### src/rtl/fft_pkg.sv
// Shared types for the last-two-stage R2SDF FFT sequencer: FSM states and
// the {real, idx} token that tracks samples through the 3-push pipeline tail.
package fft_pkg;

  typedef enum logic [1:0] {IDLE, RUN, TAIL, FLUSH} state_e;

  localparam int PIPE_LAT  = 3;
  // Fixed token index width so the type is shared; LOG2N must not exceed it.
  localparam int TOK_IDX_W = 16;

  typedef struct packed {
    logic                 is_real;
    logic [TOK_IDX_W-1:0] idx;
  } tok_t;

endpackage

### src/rtl/fft_tok_pipe.sv
// Push-gated token shift register mirroring the datapath tail; the token
// leaving on each push is decoded into registered out_valid/out_sop/out_eop.
module fft_tok_pipe
  import fft_pkg::*;
#(
  parameter int LOG2N = 4
) (
  input  logic             clk,
  input  logic             rst,
  input  logic             push_i,
  input  logic             real_i,
  input  logic [LOG2N-1:0] idx_i,
  output logic             out_valid_o,
  output logic             out_sop_o,
  output logic             out_eop_o,
  output logic             inflight_d_o
);

  localparam int N = 1 << LOG2N;

  tok_t [PIPE_LAT-1:0] pipe_q, pipe_d;
  tok_t                new_tok, old_tok;

  always_comb begin
    new_tok.is_real = real_i;
    new_tok.idx     = real_i ? TOK_IDX_W'(idx_i) : '0;
    old_tok         = pipe_q[PIPE_LAT-1];
    pipe_d          = pipe_q;
    if (push_i) pipe_d = {pipe_q[PIPE_LAT-2:0], new_tok};
    inflight_d_o = 1'b0;
    for (int i = 0; i < PIPE_LAT; i++) inflight_d_o = inflight_d_o | pipe_d[i].is_real;
  end

  always_ff @(posedge clk) begin
    if (rst) begin
      pipe_q      <= '0;
      out_valid_o <= 1'b0;
      out_sop_o   <= 1'b0;
      out_eop_o   <= 1'b0;
    end else begin
      pipe_q      <= pipe_d;
      out_valid_o <= push_i & old_tok.is_real;
      out_sop_o   <= push_i & old_tok.is_real & (old_tok.idx == '0);
      out_eop_o   <= push_i & old_tok.is_real & (old_tok.idx == TOK_IDX_W'(N-1));
    end
  end

endmodule

### src/rtl/fft_last_ctrl.sv
// Sequencer for the delay-2/rotator and delay-1 stages of the R2SDF FFT.
// Optional FFT_LAST_CTRL_FRAME_CNT_EN adds a 16-bit completed-frame counter.
module fft_last_ctrl
  import fft_pkg::*;
#(
  parameter int LOG2N     = 4,
  parameter int FLUSH_GAP = 8
) (
  input  logic        clk,
  input  logic        rst,
  input  logic        in_valid,
  input  logic        in_sop,
  output logic        push,
  output logic        bf_sel2,
  output logic        phi,
  output logic        bf_sel1,
  output logic        out_valid,
  output logic        out_sop,
  output logic        out_eop,
  output logic        sop_err,
`ifdef FFT_LAST_CTRL_FRAME_CNT_EN
  output logic [15:0] frame_cnt,
`endif
  output logic        busy
);

  localparam int N     = 1 << LOG2N;
  localparam int GAP_W = $clog2(FLUSH_GAP + 1);

  state_e             state_q, state_d;
  logic [LOG2N-1:0]   k_q, k_d, k_eff;
  logic [GAP_W-1:0]   gap_q, gap_d;
  logic               accept, syn, push_d, inflight_d;
  logic               push_q, bf_sel2_q, phi_q, bf_sel1_q, sop_err_q, busy_q;
  logic               bf_sel2_d, phi_d, bf_sel1_d, sop_err_d, busy_d;

  assign accept = in_valid & (in_sop | (state_q == RUN));
  // A real sop sample in FLUSH takes the slot of that cycle's synthetic push.
  assign syn    = (state_q == FLUSH) & ~accept;
  assign push_d = accept | syn;
  assign k_eff  = (accept & in_sop) ? '0 : k_q;

  always_ff @(posedge clk) begin
    if (rst) begin
      state_q <= IDLE;
      k_q     <= '0;
      gap_q   <= '0;
    end else begin
      state_q <= state_d;
      k_q     <= k_d;
      gap_q   <= gap_d;
    end
  end

  always_comb begin
    state_d = state_q;
    k_d     = k_q;
    gap_d   = gap_q;
    if (accept) begin
      k_d = k_eff + LOG2N'(1);
      if (k_eff == LOG2N'(N-1)) begin
        state_d = TAIL;
        gap_d   = '0;
      end else begin
        state_d = RUN;
      end
    end else begin
      case (state_q)
        TAIL: begin
          gap_d = gap_q + GAP_W'(1);
          if (gap_q == GAP_W'(FLUSH_GAP-1)) state_d = FLUSH;
        end
        FLUSH: begin
          k_d = k_q + LOG2N'(1);
          if (k_q == LOG2N'(PIPE_LAT-1)) begin
            state_d = IDLE;
            k_d     = '0;
          end
        end
        default: ;
      endcase
    end
  end

  always_comb begin
    bf_sel2_d = push_d & k_eff[1];
    bf_sel1_d = push_d & k_eff[0];
    phi_d     = push_d & k_eff[1] & k_eff[0];
    sop_err_d = accept & in_sop & (state_q == RUN) & (k_q != '0);
    busy_d    = (state_d != IDLE) | inflight_d;
  end

  always_ff @(posedge clk) begin
    if (rst) begin
      push_q    <= 1'b0;
      bf_sel2_q <= 1'b0;
      phi_q     <= 1'b0;
      bf_sel1_q <= 1'b0;
      sop_err_q <= 1'b0;
      busy_q    <= 1'b0;
    end else begin
      push_q    <= push_d;
      bf_sel2_q <= bf_sel2_d;
      phi_q     <= phi_d;
      bf_sel1_q <= bf_sel1_d;
      sop_err_q <= sop_err_d;
      busy_q    <= busy_d;
    end
  end

  assign push    = push_q;
  assign bf_sel2 = bf_sel2_q;
  assign phi     = phi_q;
  assign bf_sel1 = bf_sel1_q;
  assign sop_err = sop_err_q;
  assign busy    = busy_q;

  fft_tok_pipe #(.LOG2N(LOG2N)) u_tok_pipe (
    .clk          (clk),
    .rst          (rst),
    .push_i       (push_d),
    .real_i       (accept),
    .idx_i        (k_eff),
    .out_valid_o  (out_valid),
    .out_sop_o    (out_sop),
    .out_eop_o    (out_eop),
    .inflight_d_o (inflight_d)
  );

`ifdef FFT_LAST_CTRL_FRAME_CNT_EN
  logic [15:0] frame_cnt_q;
  always_ff @(posedge clk) begin
    if (rst)          frame_cnt_q <= '0;
    else if (out_eop) frame_cnt_q <= frame_cnt_q + 16'd1;
  end
  assign frame_cnt = frame_cnt_q;
`endif

endmodule

### config.mk
export PLATFORM = sky130hd
export DESIGN_NAME = fft_last_ctrl
export DESIGN_NICKNAME = d
export VERILOG_FILES = /design/src/rtl/fft_pkg.sv /design/src/rtl/fft_tok_pipe.sv /design/src/rtl/fft_last_ctrl.sv
export SDC_FILE = /design/constraint.sdc
export NUM_CORES = 1
export LEC_CHECK = 0
export ABC_AREA = 1
export BUFFER_PORTS_ARGS = -buffer_cell sky130_fd_sc_hd__buf_2
export CORE_ASPECT_RATIO = 1.5
export CORE_UTILIZATION = 57
export CTS_CLUSTER_SIZE = 14
export DETAILED_ROUTE_END_ITERATION = 10
export HOLD_SLACK_MARGIN = 0.05
export PLACE_DENSITY = 0.77
export SKIP_CTS_REPAIR_TIMING = 1
export SLEW_MARGIN = 20
export SYNTH_ARGS = -nofsm -noshare
export SYNTH_HDL_FRONTEND = slang
export SYNTH_SLANG_ARGS = --single-unit
### constraint.sdc
create_clock -name clk -period 1.63 [get_ports clk]
set_clock_uncertainty 0.05 [all_clocks]
set_input_delay 0.163 -clock clk [delete_from_list [all_inputs] [get_ports clk]]
set_output_delay 0.163 -clock clk [all_outputs]
set_load 0.02 [all_outputs]
== After elaboration in Yosys (flattened, before gate mapping) ==
Cells that the tools add are included.
W data, S select, Z words.
Operators by class
  equal/unequal tests: 8
  reductions and logical operators: 6
  muxes and demuxes: 14
  add/subtract/negate cells: 3
  bitwise gates (word level): 17
Operators by type and width (number)
  $mux W51: 1
  $mux W4: 8
  $eq A16 B4 Y1 const B: 1
  $logic_not A16 Y1: 1
  $add A4 B1 Y4 const B: 3
  $and A1 B1 Y1: 11
  $mux W2: 4
  $reduce_bool A2 Y1: 3
  $or A1 B1 Y1: 5
  $eq A2 B2 Y1 const B: 2
  $eq A4 B2 Y1 const B: 1
  $eq A4 B3 Y1 const B: 1
  $eq A4 B4 Y1 const B: 1
  $pmux W2 S2: 1
  $reduce_bool A4 Y1: 1
  $eq A2 B1 Y1 const B: 1
  $ne A2 B1 Y1 const B: 1
  $reduce_and A2 Y1: 1
  $not A1 Y1: 1
Word-level totals
  input bits: 4
  word-level logic and storage cells: 66
  output and inout port bits: 9
  flip-flop bits (word level): 70

== Logic depth before layout (Yosys ltp) ==
Gate-level depths: netlist of the first run.
  depth in word-level cells: 10
  gate-level depth with buffers: 11

== Modules after synthesis ==
A second synthesis of the first run with hierarchy kept.
Second synthesis, totals
  cells, all modules: 209
  area, all modules: 1522.7 µm²
By module, submodules not included
  fft_last_ctrl: area each 825.8 µm², times used 1, cells each 124
  fft_tok_pipe: area each 696.9 µm², times used 1, cells each 85

== Worst setup path after synthesis of the first run ==
No wires, ideal clock.
  path type: register -> register
  from: register k_q[0]
  to: register busy_q (netlist: busy)
  path buffers: 0
  period minus slack after synthesis: 1495 ps
  arrival: 1323 ps
  library setup time: 122 ps
  cell stages (with the launch flop): 11
  path slack: 135 ps
  cell sequence: dfxtp_1 > inv_1 > nor2_1 > ha_1 > nand2_2 > nor3_2 > inv_1 > nand2_1 > nand2_1 > nor2_1 > nor2_1
Between the ends
  word-level cells in the longest chain between the ends: 6
  elaborated cells on any way between the ends: 9
  classes of those cells: 2 x eq/ne; 5 x mux; 1 x bitwise; 1 x reduce/logical
Ends and longest elaborated chain
  start: declaration: line fft_last_ctrl.sv:31  | logic [LOG2N-1:0] k_q, k_d, k_eff;
  start signal: assignment: line fft_last_ctrl.sv:50  | k_q <= k_d;
  $eq A4 B2 Y1 or $mux W4 (tied branches): line fft_last_ctrl.sv:75, fft_last_ctrl.sv:41
  $mux W2 or $eq A4 B4 Y1 (tied branches): line fft_last_ctrl.sv:75, fft_last_ctrl.sv:61
  $pmux W2 S2 or $mux W2 (tied branches): line fft_last_ctrl.sv:68, fft_last_ctrl.sv:61
  $mux W2 (*): line fft_last_ctrl.sv:59  | if (accept) begin
  $reduce_bool A2 Y1 (*): line fft_last_ctrl.sv:90  | busy_d = (state_d != IDLE) | inflight_d;
  $or A1 B1 Y1 (*): line fft_last_ctrl.sv:90
  end signal: assignment: line fft_last_ctrl.sv:107  | busy_q <= busy_d;
  end: declaration: line fft_last_ctrl.sv:34  | logic push_q, bf_sel2_q, phi_q, bf_sel1_q, sop_err_q, busy_q;
Mark *: on every way between the ends. The rest lies on a longest branch, timed or not.
A chain may end at the register's enable or synchronous reset.

== Final worst setup path of the first run ==
Ends and elaborated chain as after synthesis.

==> impl_metrics.csv, run 1 <==
group,metric,value,unit
status,status,"finished, violations left",
status,violations,"DRC",
placement,place_congestion,0.938,
die,start_util,0.603,
setup_path,cp_cell_sequence,"inv_1 -> nor2_2 -> ha_2 -> nand2_2 -> nor3_4 -> inv_1 -> nand2_1 -> nand2_1 -> nor2_1 -> nor2_1",
cells_and_area,fin_area,1690,um^2
worst_hold_path,min_path_cells,2,
clocking,clockBufferDepth,2,
setup_path,crit_path_max_fanout,4,
drt,drc_errors,1,
synthesis,ys_seq_area_frac,0.456,
clocking,clockRootBuffer,"clkbuf_4",
synthesis,ys.warnings.count,0,
placement,dpl.cell_count,214,
drt,routedWlPerCell,12.8,um
synthesis,synth_area_leader_cell,"dfxtp_1",
power_and_ir_drop,p_leak,0.739,nW
global_routing,grt_pass1_vias,1185,
worst_hold_path,min_from,"rst",
timing,setup_ws,114,ps
setup_path,startpoint_type,"flop",
cells_and_area,nets,207,
cells_and_area,syn_to_final_growth,12.8,%
drt,viasPerCell,5.31,
setup_path,critical_path_class,"reg -> reg",
cells_and_area,layout.cells.non_filler,226,
global_routing,grt_usage,0.225,
placement,place_ws,-9.51,ps
placement,io_buffer_count,12,
timing,period_needed,1520,ps
timing,hold_viol,0,
timing,max_freq,660,MHz
setup_path,regToRegStartpoint,"k_q[0]$_SDFFE_PP0P_",
timing,timing.final.crit_share,0.930,
drt,vias,1201,
clocking,clock_latency,330,ps
die,die_area,2830,um^2
worst_hold_path,hp-class,"in -> reg",
synthesis,synth_area,1490,um^2
cells_and_area,layout-drive-gt1-share,0.297,
clocking,clock_sinks,34,
die,fp.dieW,43.8,um
global_routing,grt_max_degree,17,
run,drv_cap,0,
setup_path,ff2ff_path_depth,10,
power_and_ir_drop,power.density,886,nW/um^2
timing,slew_headroom,0.792,
setup_path,r2r-end,"busy$_SDFF_PP0_",
setup_path,cp_data_required_time,1790,ps
global_routing,grt_first_pass_wirelength,4.71,mm
synthesis,synth_top_area_share,0.456,
synthesis,netlist_instances,178,
power_and_ir_drop,peakVddDrop,675,uV
setup_path,regToRegSetupSlack,110,ps
clocking,cts_made_buffers,5,
drt,wirelength,2.89,mm
clocking,cts.clk_slew.worst_paths,90,ps
setup_path,worstPathArrival,1680,ps
synthesis,syn_area_per_cell,8.39,um^2
setup_path,cpPeakStageDelay,360,ps
synthesis,ys_types,27,
timing,worst_pin_slew,312,ps
die,io_pins,13,
synthesis,synthTopCellsByArea,"dfxtp_1, o22ai_2, inv_1, nand2_1, nor2_1",
synthesis,synth.net_count,184,
worst_hold_path,worstHoldEndpoint,"state_q[0]$_SDFF_PP0_",
die,die_h,64.7,um
global_routing,grt_overflow,0,
setup_path,slowest_stage,"dfxtp_2",
synthesis,synth.ff_latch_count,34,
cells_and_area,mostFrequentLayoutCell,"dfxtp_1",
die,fp-row-count,22,
drt,drtIter0Drc,55,
drt,first_pass_iters,7,
timing,finalSetupTns,0,ps
cells_and_area,final_cell_mix,"dfxtp_1, inv_1, nand2_1",
timing,slew_violations,0,
timing,setup_viol,0,
clocking,cts_tree,"yes",
placement,placed_cell_area,1580,um^2
setup_path,crit_start,"k_q[0]$_SDFFE_PP0P_",
clocking,cts_max_level,2,
setup_path,crit_path_end_kind,"flop",
placement,hpwlAfterDp,2.11,mm
cells_and_area,antennaDiodeCount,0,
global_routing,antenna_found_initial,0,
drt,antenna_left,0,
die,core_area,2480,um^2
-- cell type report --
class                           count  area, um^2
Clock buffer                        7        55.1
Clock inverter                      1        5.00
Fill cell                         206         792
Inverter                           34         128
Multi-Input combinational cell    107         672
Sequential cell                    34         683
Tap cell                           24        30.0
Timing Repair Buffer               19         113
-- registers in the layout, summed over array words and instances, names as in the netlist --
signal and flops:
phi 1, bf_sel1 1, u_tok_pipe.old_tok 5, u_tok_pipe.out_valid_o 1, k_q 4, busy 1, u_tok_pipe.out_sop_o 1, push 1
u_tok_pipe.pipe_q 10, bf_sel2 1, state_q 2, u_tok_pipe.out_eop_o 1, sop_err 1, gap_q 4
-- report_power, final --
group,switching (mW),total (mW),internal [mW]
Sequential,0.0111,0.861,0.850
Clock,0.265,0.474,0.209
Combinational,0.107,0.159,0.0525
-- worst max-delay path, delay by kind of cell (launching register included) --
kind / cells / cell delay [ps]
buf+inv: 2 / 150
simple gates: 7 / 650
fa+ha+maj: 1 / 210
flops: 1 / 360
-- layer usage --
layer  wire, um  vias up  part of all wire  track usage
met1       1150      555              0.40        0.218
met2       1560       26              0.54        0.407
met4         99        0             0.034        0.152
met3         82       10             0.028       0.0446
li1           -      610                 -            -
met5          0        -                 0            0
-- worst max path at each step --
stage,end,slack [ps],cells after the start
2_1_floorplan,busy$_SDFF_PP0_,140,10
3_3_place_gp,busy$_SDFF_PP0_,80,10
3_5_place_dp,busy$_SDFF_PP0_,-10,10
4_1_cts,busy$_SDFF_PP0_,-40,10
5_1_grt,busy$_SDFF_PP0_,-30,10
6_report,busy$_SDFF_PP0_,110,10
-- synth_stat cells (all sizes together) --
cell,instances
nand2,35
dfxtp,34
inv,34
nor2,23
o22ai,11
nand3,9
o21ai,9
a21oi,4
nor3,4
buf,3
a211oi,2
ha,2
nand4,2
xnor2,2
a31oi,1
o2111ai,1
o211ai,1
or2,1
-- per-stage QoR --
step | util | hold WS, ps | total power [mW]
final | 0.680 | 126 | 1.49
after global routing | 0.680 | 140 | 1.55
after CTS | 0.662 | 127 | 1.49
after detailed placement | 0.637 | 423 | 1.03
after global placement | 0.637 | 407 | 1.02
after floorplan | - | 308 | 0.994
-- kinds of logic (layout without fill, tap and decap cells) --
family	count (synthesis)	in the layout	share of synthesized area
compound gates	29	29	0.157
flops	34	34	0.456
fa+ha+maj	2	2	0.0167
simple gates	74	74	0.255
xor+xnor	2	2	0.0117
buf+inv	37	61	0.104
Power figures use the tool's default switching activity.
==> run 2: changes to the inputs <==
--- a/config.mk
+++ b/config.mk
@@ -7,12 +7,14 @@
 export LEC_CHECK = 0
 export ABC_AREA = 1
 export BUFFER_PORTS_ARGS = -buffer_cell sky130_fd_sc_hd__buf_2
+export CELL_PAD_IN_SITES_DETAIL_PLACEMENT = 1
+export CELL_PAD_IN_SITES_GLOBAL_PLACEMENT = 1
 export CORE_ASPECT_RATIO = 1.5
-export CORE_UTILIZATION = 57
+export CORE_UTILIZATION = 43
 export CTS_CLUSTER_SIZE = 14
 export DETAILED_ROUTE_END_ITERATION = 10
 export HOLD_SLACK_MARGIN = 0.05
-export PLACE_DENSITY = 0.77
+export PLACE_DENSITY_LB_ADDON = 0.1
 export SKIP_CTS_REPAIR_TIMING = 1
 export SLEW_MARGIN = 20
 export SYNTH_ARGS = -nofsm -noshare
==> run 2 against run 1 <==
The flow now finishes without violations. Register-to-register slack better by 30 ps. Power up 12%. Cell area up 3.2%. Critical path type unchanged. Count of clock-buffer cells in the layout down 1. Combinational power about the same. Flip-flop and latch count unchanged. Clock power up 37%. Utilization down 14 points. Sequential power about the same. Cell count up 7.1%. Die area up 31%.
==> impl_metrics.csv, run 2 (synthesis results as in run 1) <==
group,metric,value,unit
run,drv_cap,0,
setup_path,crit_path_end_kind,"flop",
drt,vias,1218,
cells_and_area,layout.cells.non_filler,242,
cells_and_area,largest_register_ffs,10,
placement,place_congestion,0.821,
die,io_pins,13,
clocking,cts_made_buffers,5,
placement,hpwlAfterDp,2.61,mm
global_routing,grt_max_degree,17,
setup_path,crit_start,"k_q[0]$_SDFFE_PP0P_",
setup_path,startpoint_type,"flop",
placement,io_buffer_count,12,
timing,slew_violations,0,
timing,finalSetupTns,0,ps
clocking,cts_max_level,2,
cells_and_area,layout-drive-gt1-share,0.297,
cells_and_area,mostFrequentLayoutCell,"dfxtp_1",
clocking,cts.clk_slew.worst_paths,70,ps
clocking,clock_sinks,34,
global_routing,grt_first_pass_wirelength,5.62,mm
global_routing,antenna_found_initial,0,
worst_hold_path,min_from,"rst",
power_and_ir_drop,p_leak,0.748,nW
power_and_ir_drop,power.density,963,nW/um^2
drt,viasPerCell,5.03,
global_routing,grt_overflow,0,
cells_and_area,antennaDiodeCount,0,
die,die_h,74.2,um
global_routing,grt_usage,0.204,
drt,drc_errors,0,
drt,drtIter0Drc,27,
drt,wirelength,3.44,mm
setup_path,worstPathArrival,1600,ps
drt,routedWlPerCell,14.2,um
setup_path,cp_data_required_time,1750,ps
clocking,cts_tree,"yes",
cells_and_area,syn_to_final_growth,16.4,%
cells_and_area,nets,207,
placement,dpl.cell_count,234,
die,die_area,3720,um^2
power_and_ir_drop,peakVddDrop,660,uV
timing,max_freq,673,MHz
die,start_util,0.464,
status,status,"finished clean",
drt,first_pass_iters,4,
setup_path,regToRegStartpoint,"k_q[0]$_SDFFE_PP0P_",
setup_path,ff2ff_path_depth,10,
cells_and_area,final_cell_mix,"dfxtp_1, inv_1, nand2_1",
setup_path,crit_path_max_fanout,3,
worst_hold_path,worstHoldEndpoint,"state_q[1]$_SDFF_PP0_",
timing,period_needed,1490,ps
global_routing,grt_pass1_vias,1288,
timing,worst_pin_slew,318,ps
cells_and_area,top_register,"u_tok_pipe.pipe_q",
die,core_area,3220,um^2
timing,timing.final.crit_share,0.912,
timing,hold_viol,0,
die,fp.dieW,50.1,um
clocking,clockRootBuffer,"clkbuf_8",
die,fp-row-count,25,
worst_hold_path,hp-class,"in -> reg",
clocking,clockBufferDepth,2,
setup_path,regToRegSetupSlack,140,ps
timing,slew_headroom,0.788,
worst_hold_path,min_path_cells,2,
timing,setup_viol,0,
setup_path,critical_path_class,"reg -> reg",
drt,antenna_left,0,
clocking,clock_latency,290,ps
setup_path,r2r-end,"busy$_SDFF_PP0_",
## run 2: cell count changes in the layout (fill, tap and decap cells not counted)
| cell | delta |
|---|---|
| clkbuf_8 | +5 |
| clkbuf_4 | -5 |
| dfxtp_2 | -1 |
| clkinvlp_4 | +1 |
| clkbuf_1 | -1 |
| dfxtp_1 | +1 |
## run 2: worst max-delay path, stage by stage, from the launching register on
cell	delay, ps
dfxtp_1	350
inv_1	90
nor2_2	120
ha_2	210
nand2_2	70
nor3_4	160
inv_1	60
nand2_1	80
nand2_1	50
nor2_1	90
nor2_1	40
## run 2: cell type report
cell class / instances / area, um^2
Tap cell: 40 / 50.0
Clock buffer: 6 / 82.6
Sequential cell: 34 / 682
Fill cell: 397 / 1480
Clock inverter: 2 / 12.5
Timing Repair Buffer: 19 / 113
Inverter: 34 / 128
Multi-Input combinational cell: 107 / 672
## run 2: layer usage
layer,up-vias,share of wire,global-route usage
met5,-,0,0
met4,0,0.014,0.0762
met3,5,0.024,0.0429
met2,15,0.57,0.421
met1,585,0.39,0.189
li1,613,-,-
## run 2: metrics by stage
| stage | hold WS (ps) | util | cell area (um^2) | worst slack [ps] | power [mW] |
|---|---|---|---|---|---|
| 6_report | 177 | 0.540 | 1740 | 144 | 1.67 |
| 5_1_grt | 200 | 0.540 | 1740 | -14.2 | 1.73 |
| 4_1_cts | 179 | 0.535 | 1720 | -20.9 | 1.68 |
| 3_5_place_dp | 420 | 0.506 | 1630 | 11.3 | 1.04 |
| 3_3_place_gp | 406 | 0.506 | 1630 | 93.7 | 1.03 |
| 2_1_floorplan | 308 | - | 1490 | 135 | 0.994 |
## run 2: where the power goes
group / switching [mW] / internal, mW / leakage, nW / total [mW]
sequential: 0.0112 / 0.850 / 0.276 / 0.861
clock: 0.312 / 0.339 / 0.0472 / 0.651
combinational: 0.108 / 0.0541 / 0.425 / 0.162
## run 2: worst max path at each step
stage | to | slack (ps) | depth (start not counted)
2_1_floorplan | busy$_SDFF_PP0_ | 140 | 10
3_3_place_gp | busy$_SDFF_PP0_ | 90 | 10
3_5_place_dp | busy$_SDFF_PP0_ | 10 | 10
4_1_cts | busy$_SDFF_PP0_ | -20 | 10
5_1_grt | busy$_SDFF_PP0_ | -10 | 10
6_report | busy$_SDFF_PP0_ | 140 | 10
==> run 3: changes to the inputs <==
--- a/config.mk
+++ b/config.mk
@@ -9,7 +9,6 @@
 export BUFFER_PORTS_ARGS = -buffer_cell sky130_fd_sc_hd__buf_2
 export CELL_PAD_IN_SITES_DETAIL_PLACEMENT = 1
 export CELL_PAD_IN_SITES_GLOBAL_PLACEMENT = 1
-export CORE_ASPECT_RATIO = 1.5
 export CORE_UTILIZATION = 43
 export CTS_CLUSTER_SIZE = 14
 export DETAILED_ROUTE_END_ITERATION = 10
==> run 3 against run 2 <==
Critical path depth did not move. Cell area rose by 1.3%. Flip-flop and latch count did not move. Combinational power fell by 4%. Via count fell by 0.66%. Count of clock-buffer cells in the layout fell by 1. Cell count rose by 2.5%. Critical endpoint unchanged.
==> impl_metrics.csv, run 3 (synthesis results as in run 1) <==
group,metric,value,unit
die,core_area,3340,um^2
placement,place_congestion,0.813,
setup_path,endpoint,"busy$_SDFF_PP0_",
clocking,clock_latency,350,ps
die,die_h,60.9,um
power_and_ir_drop,p_sw_frac,0.236,
timing,slew_headroom,0.790,
setup_path,regToRegSetupSlack,140,ps
setup_path,crit_start,"k_q[0]$_SDFFE_PP0P_",
clocking,cts.clk_slew.worst_paths,110,ps
cells_and_area,layout.cells.non_filler,248,
die,fp.dieW,60.9,um
setup_path,worstPathArrival,1680,ps
timing,worst_pin_slew,314,ps
clocking,cts_max_level,2,
clocking,clock_sinks,34,
power_and_ir_drop,power_frac_seq,0.477,
timing,max_freq,670,MHz
global_routing,grt_pass1_vias,1144,
power_and_ir_drop,comb_power_share,0.086,
worst_hold_path,hp-class,"in -> reg",
cells_and_area,final_cell_mix,"dfxtp_1, inv_1, nand2_1",
drt,routedWlPerCell,12.8,um
cells_and_area,syn_to_final_growth,17.9,%
die,start_util,0.448,
cells_and_area,layout-drive-gt1-share,0.307,
global_routing,grt_usage,0.195,
placement,place_ws,-39.4,ps
timing,hold_slack,102,ps
power_and_ir_drop,power.density,1030,nW/um^2
clocking,cts_made_buffers,5,
clocking,clockBufferDepth,2,
die,io_pins,13,
clocking,clockRootBuffer,"clkbuf_4",
status,status,"finished clean",
timing,hold_viol,0,
cells_and_area,fill_cells,420,
drt,drc_errors,0,
placement,io_buffer_count,12,
global_routing,antenna_found_initial,0,
setup_path,regToRegStartpoint,"k_q[0]$_SDFFE_PP0P_",
drt,first_pass_iters,4,
timing,timing.final.crit_share,0.915,
power_and_ir_drop,p_leak,0.758,nW
cells_and_area,mostFrequentLayoutCell,"dfxtp_1",
placement,placed_cell_area,1610,um^2
power_and_ir_drop,clkPwrFrac,0.437,
setup_path,cp_data_required_time,1820,ps
global_routing,grt_max_degree,17,
cells_and_area,top_register,"u_tok_pipe.pipe_q",
setup_path,critical_path_class,"reg -> reg",
cells_and_area,nets,207,
power_and_ir_drop,power,1.81,mW
power_and_ir_drop,p_sw,0.428,mW
cells_and_area,largest_register_ffs,10,
timing,grt_setup_unrepaired,"no",
drt,viasPerCell,4.88,
timing,period_needed,1490,ps
drt,wirelength,3.16,mm
run,drv_cap,0,
setup_path,crit_path_max_fanout,4,
placement,dpl.cell_count,237,
drt,vias,1210,
power_and_ir_drop,peakVddDrop,841,uV
die,fp-row-count,21,
power_and_ir_drop,internal_power,1.38,mW
timing,setup_ws,138,ps
drt,antenna_left,0,
setup_path,r2r-end,"busy$_SDFF_PP0_",
timing,setup_viol,0,
clocking,cts_tree,"yes",
cells_and_area,fin_area,1760,um^2
timing,slew_violations,0,
global_routing,grt_overflow,0,
timing,finalSetupTns,0,ps
setup_path,startpoint_type,"flop",
cells_and_area,antennaDiodeCount,0,
setup_path,crit_path_end_kind,"flop",
die,die_area,3710,um^2
placement,hpwlAfterDp,2.30,mm
global_routing,grt_first_pass_wirelength,5.09,mm
setup_path,ff2ff_path_depth,10,
cells_and_area,final_core_util,0.528,
drt,drtIter0Drc,59,
run 3: changes by cell type in the layout (fill, tap and decap cells not counted), sizes merged:
cell and change:
clkinvlp -1, bufinv +2, clkbuf -1
run 3: how the worst min path moves through the flow:
stage	cells past startpoint	from	endpoint	slack, ps
after floorplan	3	in_sop	k_q[3]$_SDFFE_PP0P_	310
after global placement	2	k_q[1]$_SDFFE_PP0P_	k_q[1]$_SDFFE_PP0P_	410
after detailed placement	2	u_tok_pipe.old_tok[0]$_SDFFE_PP0N_	u_tok_pipe.out_eop_o$_SDFF_PP0_	430
after CTS	2	rst	state_q[1]$_SDFF_PP0_	80
after global routing	2	rst	busy$_SDFF_PP0_	80
final	2	rst	state_q[1]$_SDFF_PP0_	100
run 3: routing by layer:
| metal | GRT usage | routed length [um] |
|---|---|---|
| met2 | 0.312 | 1530 |
| met4 | 0.0682 | 47 |
| met5 | 0 | 0 |
| met3 | 0.0704 | 130 |
| met1 | 0.242 | 1450 |
run 3: worst max-delay path, stage by stage (launching register included):
cell	delay [ps]
dfxtp_2	370
inv_1	70
nor2_2	120
ha_2	210
nand2_2	70
nor3_4	160
inv_1	70
nand2_2	80
nand2_1	50
nor2_1	90
nor2_1	40
run 3: power by group through the flow:
stage                     Clock, mW  Combinational, mW  Sequential, mW
final                         0.790              0.156           0.863
after floorplan                   0              0.108           0.886
after CTS                     0.810              0.151           0.863
after global placement            0              0.146           0.880
after detailed placement          0              0.149           0.882
after global routing          0.856              0.173           0.866
run 3: final cells by class:
type	instances	area, um^2	area share
Multi-Input combinational cell	107	674	0.383
Timing Repair Buffer	19	113	0.0639
Clock inverter	3	68.8	0.0391
Sequential cell	34	683	0.388
Inverter	34	128	0.0724
Clock buffer	5	37.5	0.0213
Tap cell	46	57.6	0.0327
